**src/rtl/riscv_pkg.sv**
```systemverilog
// Shared core definitions: datapath width, bubble encoding, reset vector and
// the fetch-stage state type.
package riscv_pkg;

  localparam int XLEN = 32;

  localparam logic [XLEN-1:0] NOP_INSTR        = 32'h0000_0013;
  localparam logic [XLEN-1:0] RESET_PC_DEFAULT = 32'h0000_0000;

  typedef enum logic [1:0] {
    S_RESET,
    S_REQ,
    S_HOLD,
    S_DROP
  } fetch_state_t;

  // Instruction fetches are word aligned, so the two low bits are cleared.
  function automatic logic [XLEN-1:0] align_word(input logic [XLEN-1:0] addr);
    return {addr[XLEN-1:2], 2'b00};
  endfunction

endpackage

```
**src/rtl/fetch_stage_if_id_reg.sv**
```systemverilog
// IF/ID pipeline register. Flush beats load; with neither asserted it holds.
module if_id_reg #(
  parameter logic [31:0] NOP_VAL = 32'h0000_0013
) (
  input  logic        clk,
  input  logic        rst,
  input  logic        load_i,
  input  logic        flush_i,
  input  logic [31:0] instr_i,
  input  logic [31:0] pc_i,
  output logic [31:0] instr_o,
  output logic [31:0] pc_o,
  output logic        valid_o
);
  import riscv_pkg::*;

  logic [XLEN-1:0] instr_q;
  logic [XLEN-1:0] pc_q;
  logic            valid_q;

  // A flush keeps the old PC so the bubble still carries a sensible address.
  always_ff @(posedge clk or posedge rst) begin
    if (rst) begin
      instr_q <= NOP_VAL;
      pc_q    <= '0;
      valid_q <= 1'b0;
    end else if (flush_i) begin
      instr_q <= NOP_VAL;
      valid_q <= 1'b0;
    end else if (load_i) begin
      instr_q <= instr_i;
      pc_q    <= pc_i;
      valid_q <= 1'b1;
    end
  end

  assign instr_o = instr_q;
  assign pc_o    = pc_q;
  assign valid_o = valid_q;

endmodule

```
**src/rtl/fetch_stage.sv**
```systemverilog
// Instruction fetch: PC, imem request FSM, one-entry skid buffer for stalls,
// and redirect handling that flushes the IF/ID register.
module fetch_stage #(
  parameter logic [31:0] RESET_PC  = riscv_pkg::RESET_PC_DEFAULT,
  parameter logic [31:0] NOP_INSTR = riscv_pkg::NOP_INSTR
) (
  input  logic        clk,
  input  logic        rst,
  output logic        imem_req,
  output logic [31:0] imem_addr,
  input  logic [31:0] imem_rdata,
  input  logic        imem_valid,
  input  logic        stall,
  input  logic        redirect,
  input  logic [31:0] redirect_pc,
  output logic [31:0] Instr,
  output logic [31:0] PC_ID,
  output logic        Valid_ID
);
  import riscv_pkg::*;

  fetch_state_t    state_q, state_d;
  logic [XLEN-1:0] pc_q, pc_d;
  logic [XLEN-1:0] drop_addr_q, drop_addr_d;
  logic [XLEN-1:0] skid_instr_q, skid_instr_d;
  logic [XLEN-1:0] skid_pc_q, skid_pc_d;
  logic            ifid_load;
  logic            ifid_flush;
  logic [XLEN-1:0] ifid_instr;
  logic [XLEN-1:0] ifid_pc;
  logic [XLEN-1:0] target;

  assign target = align_word(redirect_pc);

  always_ff @(posedge clk or posedge rst) begin
    if (rst) begin
      state_q      <= S_RESET;
      pc_q         <= RESET_PC;
      drop_addr_q  <= '0;
      skid_instr_q <= NOP_INSTR;
      skid_pc_q    <= '0;
    end else begin
      state_q      <= state_d;
      pc_q         <= pc_d;
      drop_addr_q  <= drop_addr_d;
      skid_instr_q <= skid_instr_d;
      skid_pc_q    <= skid_pc_d;
    end
  end

  // An empty fetch cycle without stall loads a bubble, which is exactly a flush.
  always_comb begin
    state_d      = state_q;
    pc_d         = pc_q;
    drop_addr_d  = drop_addr_q;
    skid_instr_d = skid_instr_q;
    skid_pc_d    = skid_pc_q;
    ifid_load    = 1'b0;
    ifid_flush   = 1'b0;
    ifid_instr   = imem_rdata;
    ifid_pc      = pc_q;

    case (state_q)
      S_RESET: begin
        state_d = S_REQ;
      end

      S_REQ: begin
        if (redirect) begin
          ifid_flush = 1'b1;
          pc_d       = target;
          if (!imem_valid) begin
            drop_addr_d = pc_q;
            state_d     = S_DROP;
          end
        end else if (imem_valid) begin
          pc_d = pc_q + 32'd4;
          if (!stall) begin
            ifid_load = 1'b1;
          end else begin
            skid_instr_d = imem_rdata;
            skid_pc_d    = pc_q;
            state_d      = S_HOLD;
          end
        end else if (!stall) begin
          ifid_flush = 1'b1;
        end
      end

      S_HOLD: begin
        if (redirect) begin
          ifid_flush = 1'b1;
          pc_d       = target;
          state_d    = S_REQ;
        end else if (!stall) begin
          ifid_load  = 1'b1;
          ifid_instr = skid_instr_q;
          ifid_pc    = skid_pc_q;
          state_d    = S_REQ;
        end
      end

      S_DROP: begin
        // The old request is still in flight; its answer is thrown away.
        if (redirect) begin
          ifid_flush = 1'b1;
          pc_d       = target;
        end
        if (imem_valid) begin
          state_d = S_REQ;
        end
      end

      default: begin
        state_d = S_RESET;
      end
    endcase
  end

  assign imem_req  = (state_q == S_REQ) || (state_q == S_DROP);
  assign imem_addr = (state_q == S_DROP) ? drop_addr_q : pc_q;

  if_id_reg #(
    .NOP_VAL (NOP_INSTR)
  ) u_if_id_reg (
    .clk     (clk),
    .rst     (rst),
    .load_i  (ifid_load),
    .flush_i (ifid_flush),
    .instr_i (ifid_instr),
    .pc_i    (ifid_pc),
    .instr_o (Instr),
    .pc_o    (PC_ID),
    .valid_o (Valid_ID)
  );

endmodule

```
**config.mk**
```make
export PLATFORM = sky130hd
export DESIGN_NAME = fetch_stage
export DESIGN_NICKNAME = d
export VERILOG_FILES = /design/src/rtl/riscv_pkg.sv /design/src/rtl/fetch_stage_if_id_reg.sv /design/src/rtl/fetch_stage.sv
export SDC_FILE = /design/constraint.sdc
export NUM_CORES = 1
export LEC_CHECK = 0
export CAP_MARGIN = 40
export CORE_UTILIZATION = 50
export DETAILED_ROUTE_END_ITERATION = 8
export PLACE_DENSITY_LB_ADDON = 0.05
export SLEW_MARGIN = 20
export SYNTH_ARGS = -nofsm -noshare
export SYNTH_HDL_FRONTEND = slang
export SYNTH_SLANG_ARGS = --single-unit
```
**constraint.sdc**
```tcl
create_clock -name clk -period 17.28 [get_ports clk]
set_clock_uncertainty 0.05 [all_clocks]
set_input_delay 5.184 -clock clk [delete_from_list [all_inputs] [get_ports clk]]
set_output_delay 5.184 -clock clk [all_outputs]
set_load 0.1 [all_outputs]
```
After elaboration in Yosys (flattened, before gate mapping)
Index checks and enable logic that the tools add are counted.
- add/subtract/negate cells: 1
- eq/ne operators: 9
- bitwise operators: 3
- mux-type cells: 32
- reductions and logical operators: 10
- operators by type and width (operator ; number):
    32-bit two-way mux ; 12
    32-bit case mux with 2 select lines ; 1
    32-bit by 3-bit adder with 32-bit output, second input constant ; 1
    2-bit two-way mux ; 7
    3-bit != test, second input constant ; 4
    1-bit two-way mux ; 9
    3-bit AND reduction ; 3
    2-bit case mux with 4 select lines ; 1
    5-bit AND reduction ; 1
    2-bit equality test, second input constant ; 2
    1-bit case mux with 2 select lines ; 2
    2-bit nonzero test ; 2
    1-bit inverter ; 3
    2-bit by 1-bit equality test with 1-bit output, second input constant ; 1
    2-bit zero test ; 1
    2-bit by 1-bit != test with 1-bit output, second input constant ; 1
    2-bit != test, second input constant ; 1
    2-bit AND reduction ; 1
    2-bit OR reduction ; 1
    1-bit logical OR ; 1
- logic and storage cells: 63
- bits in registers: 195
- input port bits: 69

Longest topological paths before layout
- depth after elaboration: 6
- mapped depth: 10
- gate-level depth less buffers: 7

Cells and area by module
A second synthesis with hierarchy kept.
- cells, all modules: 820
- area total of the unflattened synthesis: 9566.7 sq um
- by module, submodules not included (module ; area each (sq um) ; instances ; cells each):
    fetch_stage ; 6906.6 ; 1 ; 643
    if_id_reg ; 2660.1 ; 1 ; 177

Worst setup path after synthesis
Ideal clock, no wire load.
- path type: flip-flop to output port
- start point: register state_q[1]
- end point: output imem_addr[5]
- slack: 8935 ps
- cell stages (with the launch flop): 5
- data required time: 12046 ps
- buffers on the path: 2
- data arrival time: 3111 ps
- path through: dfrtp_1 > ha_1 > clkbuf_1 > clkbuf_1 > o21ai_0
- longest elaborated chain between the ends: 2
- ends and longest elaborated chain (item ; line ; text):
    start: declaration ; fetch_stage.sv:22 ; fetch_state_t state_q, state_d;
    start signal: assignment ; fetch_stage.sv:43 ; state_q <= state_d;
    2-bit equality test ; fetch_stage.sv:121 ; assign imem_addr = (state_q == S_DROP) ? drop_addr_q : pc_q;
    32-bit two-way mux ; fetch_stage.sv:121 ;
    end: declaration ; fetch_stage.sv:10 ; output logic [31:0] imem_addr,
No other way between the ends.

Worst setup path in the final report
- start point: register state_q[1]
- end point: output imem_addr[31]
The elaborated chain is that of the path after synthesis.

==> impl_metrics.prom <==
# TYPE chip_impl_metric gauge
chip_impl_metric{name="antenna_found_initial",unit=""} 0
chip_impl_info{name="netlist.top_cell.by_area",value="dfrtp_1"} 1
chip_impl_metric{name="final_nets",unit=""} 1103
chip_impl_metric{name="timing.slew.headroom",unit="%"} 46.3
chip_impl_metric{name="syn_area_per_cell",unit="um2"} 11.2
chip_impl_metric{name="maxClockFrequency",unit="MHz"} 128
chip_impl_metric{name="wl_per_cell",unit="um"} 17.9
chip_impl_info{name="timing_worst_setup_path_type",value="reg2out"} 1
chip_impl_info{name="run_status",value="finished clean"} 1
chip_impl_metric{name="dieArea",unit="mm2"} 0.0187
chip_impl_metric{name="area_growth_syn_to_layout",unit="%"} 43.3
chip_impl_metric{name="finalSetupViolations",unit=""} 0
chip_impl_metric{name="ys_seq_area_share",unit="%"} 52.9
chip_impl_info{name="grt_setup_unrepaired",value="false"} 1
chip_impl_info{name="timing.critical_path.from_type",value="register"} 1
chip_impl_info{name="worstHoldPathType",value="reg2reg"} 1
chip_impl_metric{name="cts_buffer_depth",unit=""} 2
chip_impl_metric{name="cts_buffers",unit=""} 17
chip_impl_metric{name="max-cap-violations",unit=""} 0
chip_impl_metric{name="max_stage_delay",unit="ns"} 0.53
chip_impl_metric{name="ant_nets",unit=""} 0
chip_impl_metric{name="post_synth_instance_area",unit="mm2"} 0.00905
chip_impl_info{name="yosys_most_used_dff",value="dfrtp_1"} 1
chip_impl_metric{name="height_of_the_chip",unit="um"} 137
chip_impl_metric{name="wirelength",unit="mm"} 22.7
chip_impl_metric{name="first_global_vias",unit=""} 7328
chip_impl_metric{name="firstDrtPassIters",unit=""} 5
chip_impl_info{name="timing.critical_path.max_delay_family",value="buffers and inverters"} 1
chip_impl_metric{name="hold_buffers",unit=""} 0
chip_impl_metric{name="dpl.hpwl",unit="mm"} 15.3
chip_impl_metric{name="crit_path_max_fanout",unit=""} 35
chip_impl_metric{name="global_route_wire_length_before_repair",unit="mm"} 36.3
chip_impl_info{name="tritoncts",value="done"} 1
chip_impl_metric{name="synth_cell_type_count",unit=""} 57
chip_impl_info{name="timing.critical_path.slowest_stage_cell",value="clkdlybuf4s50_1"} 1
chip_impl_metric{name="timing.final.crit_period",unit="ns"} 7.84
chip_impl_metric{name="timing.critical_path.buf_inv",unit=""} 3
chip_impl_metric{name="worst_ep_required_time",unit="ns"} 12.05
chip_impl_metric{name="yosys_warnings",unit=""} 0
chip_impl_metric{name="drive_above_1_share",unit="%"} 27.3
chip_impl_metric{name="final.period_utilization",unit="%"} 45.4
chip_impl_metric{name="synth_async_sr_flop_share",unit="%"} 100
chip_impl_metric{name="start_util",unit="%"} 51.8
chip_impl_metric{name="cts_repair_resize_count",unit=""} 0
chip_impl_metric{name="h-tree-depth",unit=""} 4
chip_impl_metric{name="design.portCount",unit=""} 167
chip_impl_metric{name="clkSlewWorstSetupHoldPaths",unit="ns"} 0.07
chip_impl_info{name="crit_path_cell_trace",value="ha_1 -> buf_4 -> mux2_2 -> clkdlybuf4s50_1 -> buf_16"} 1
chip_impl_metric{name="synthCells",unit=""} 805
chip_impl_metric{name="port-buffer-count",unit=""} 162
chip_impl_info{name="worst_setup_path_end_kind",value="primary output"} 1
chip_impl_metric{name="gp_congestion",unit=""} 0.780
chip_impl_metric{name="detailroute.via_count",unit=""} 7028
chip_impl_metric{name="dieWidth",unit="um"} 137
chip_impl_metric{name="grt_remaining_overflow",unit=""} 0
chip_impl_metric{name="synth_edf_count",unit=""} 0
chip_impl_metric{name="drt_iter0_drc",unit=""} 375
chip_impl_metric{name="number_of_buffers_inserted_to_repair_setup_after_cts",unit=""} 0
chip_impl_metric{name="cp.arrival",unit="ns"} 2.60
chip_impl_metric{name="n_antenna_cell",unit=""} 0
chip_impl_metric{name="timing.setup.tns",unit="ns"} 0
chip_impl_metric{name="yosysTopAreaCellShare",unit="%"} 51.1
chip_impl_metric{name="cts.sink_count",unit=""} 191
chip_impl_info{name="synth.top_cells.by_area",value="dfrtp_1 (51%), mux2_2 (15%), mux2i_1 (6.5%)"} 1
chip_impl_metric{name="post_drt_via_cell_ratio",unit=""} 5.55
chip_impl_metric{name="core_area",unit="mm2"} 0.0175
chip_impl_info{name="ctsRootBufferMaster",value="clkbuf_16"} 1
chip_impl_metric{name="clock_insertion_delay_worst_skew",unit="ns"} 0.43
chip_impl_metric{name="final_hold_viol_count",unit=""} 0
chip_impl_metric{name="worstMarginPinSlew",unit="ns"} 0.804
chip_impl_metric{name="filler_cell_count",unit=""} 1145
chip_impl_metric{name="drc",unit=""} 0
chip_impl_metric{name="count_of_final_max_slew_check_failures",unit=""} 0
chip_impl_metric{name="num_rows",unit=""} 48
chip_impl_metric{name="worst-r2r-setup-slack",unit="ns"} 14.47
chip_impl_metric{name="postSynthRegisterBits",unit=""} 191
chip_impl_metric{name="grt_start_max_net_pins",unit=""} 110
chip_impl_metric{name="grtUsageTotal",unit="%"} 25.2
## worst reg2reg max path, cell delays in order (launching register included)
cell and delay (ns):
dfrtp_1 0.43, ha_1 0.18, buf_4 0.43, o21ai_0 0.18
a221oi_2 0.35, or2_2 0.17, buf_4 0.38, buf_12 0.29
a211oi_1 0.11, a21oi_1 0.17
## sequential cells by signal, summed over array words and instances (netlist names)
signal,count
drop_addr_q,30
pc_q,30
skid_instr_q,32
skid_pc_q,32
state_q,2
u_if_id_reg.instr_o,32
u_if_id_reg.pc_o,32
u_if_id_reg.valid_o,1
## cell families after synthesis
family,count (synthesis),share of synthesized area (%)
flops,191,52.9
mux,179,21.4
fa+ha+maj,5,0.691
other cells,1,0.0414
compound gates,173,11.3
simple gates,177,9.56
buf+inv,79,4.12
## layer usage
metal  wire, um  track usage, %  vias up
li1           -               -     3323
met1       9590            31.1     3473
met2      11700            44.1      200
met3        952            4.11       32
met4        446            10.0        0
met5          0               0        -
## placed cells by master (no fill, tap or decap), types with 7 or more instances in the layout
| cell | n |
|---|---|
| inv_1 | 10 |
| mux2_2 | 120 |
| nand2_1 | 94 |
| clkdlybuf4s50_1 | 162 |
| a211oi_1 | 8 |
| mux2i_1 | 59 |
| o22ai_1 | 11 |
| dfrtp_1 | 185 |
| o21ai_0 | 81 |
| a2bb2oi_1 | 10 |
| buf_16 | 12 |
| buf_8 | 86 |
| a21oi_1 | 34 |
| buf_4 | 10 |
| nor2_1 | 19 |
| nand4_1 | 7 |
| nand3_1 | 10 |
| clkbuf_16 | 17 |
## area by class of cell
class                           instances  area, um2  share of cell area [%]
Clock buffer                           20        467                    3.60
Clock inverter                         12        103                   0.791
Inverter                               11       48.8                   0.376
Multi-Input combinational cell        536       3930                    30.3
Sequential cell                       191       4790                    36.9
Tap cell                              225        282                    2.17
Timing Repair Buffer                  272       3360                    25.9
## per-stage QoR
stage	cells	cell area [um2]	utilization, %	worst slack [ns]	hold WS [ns]
finish	1267	13000	74.2	9.44	0.409
global route	1267	13000	74.2	9.35	0.420
CTS	1266	13000	74.1	9.41	0.412
detailed placement	1234	12400	70.9	9.43	0.401
global placement	1135	10700	61.5	9.53	0.399
floorplan	806	9060	-	6.86	0.400
## Yosys cell counts (2+ instances only)
cell,n
nor3_1,5
o31ai_1,2
buf_2,21
inv_1,11
a31oi_1,4
or3_1,5
and3_1,6
a2bb2oi_1,10
nand4_1,7
ha_1,5
nand2_1,94
nor2b_1,4
a311oi_1,4
nor4_1,2
and4_1,6
o221ai_1,2
and2_1,4
mux2i_1,59
o21ai_1,4
o21ai_0,81
dfrtp_1,185
a21oi_1,34
o22ai_1,11
mux2_2,120
or2_1,3
dfstp_2,6
o22a_1,4
nand3_1,10
buf_1,4
clkbuf_1,30
a211oi_1,8
buf_4,11
nor2_1,19
## path summary, 6_finish.rpt
path / endpoint / depth (start not counted) / start
min in group asynchronous: u_if_id_reg.instr_o[27] / 2 / rst
setup reg to reg: u_if_id_reg.instr_o[0] / 9 / state_q[1]
setup / recovery: imem_addr[31] / 5 / state_q[1]
max in group asynchronous: pc_q[13] / 4 / rst
hold reg to reg: u_if_id_reg.instr_o[1] / 2 / u_if_id_reg.instr_o[1]
hold / removal: u_if_id_reg.instr_o[1] / 2 / u_if_id_reg.instr_o[1]
Power is left out: the tool's default activity adds up to more than one toggle a clock period on the data nets, which glitch-free logic cannot reach.
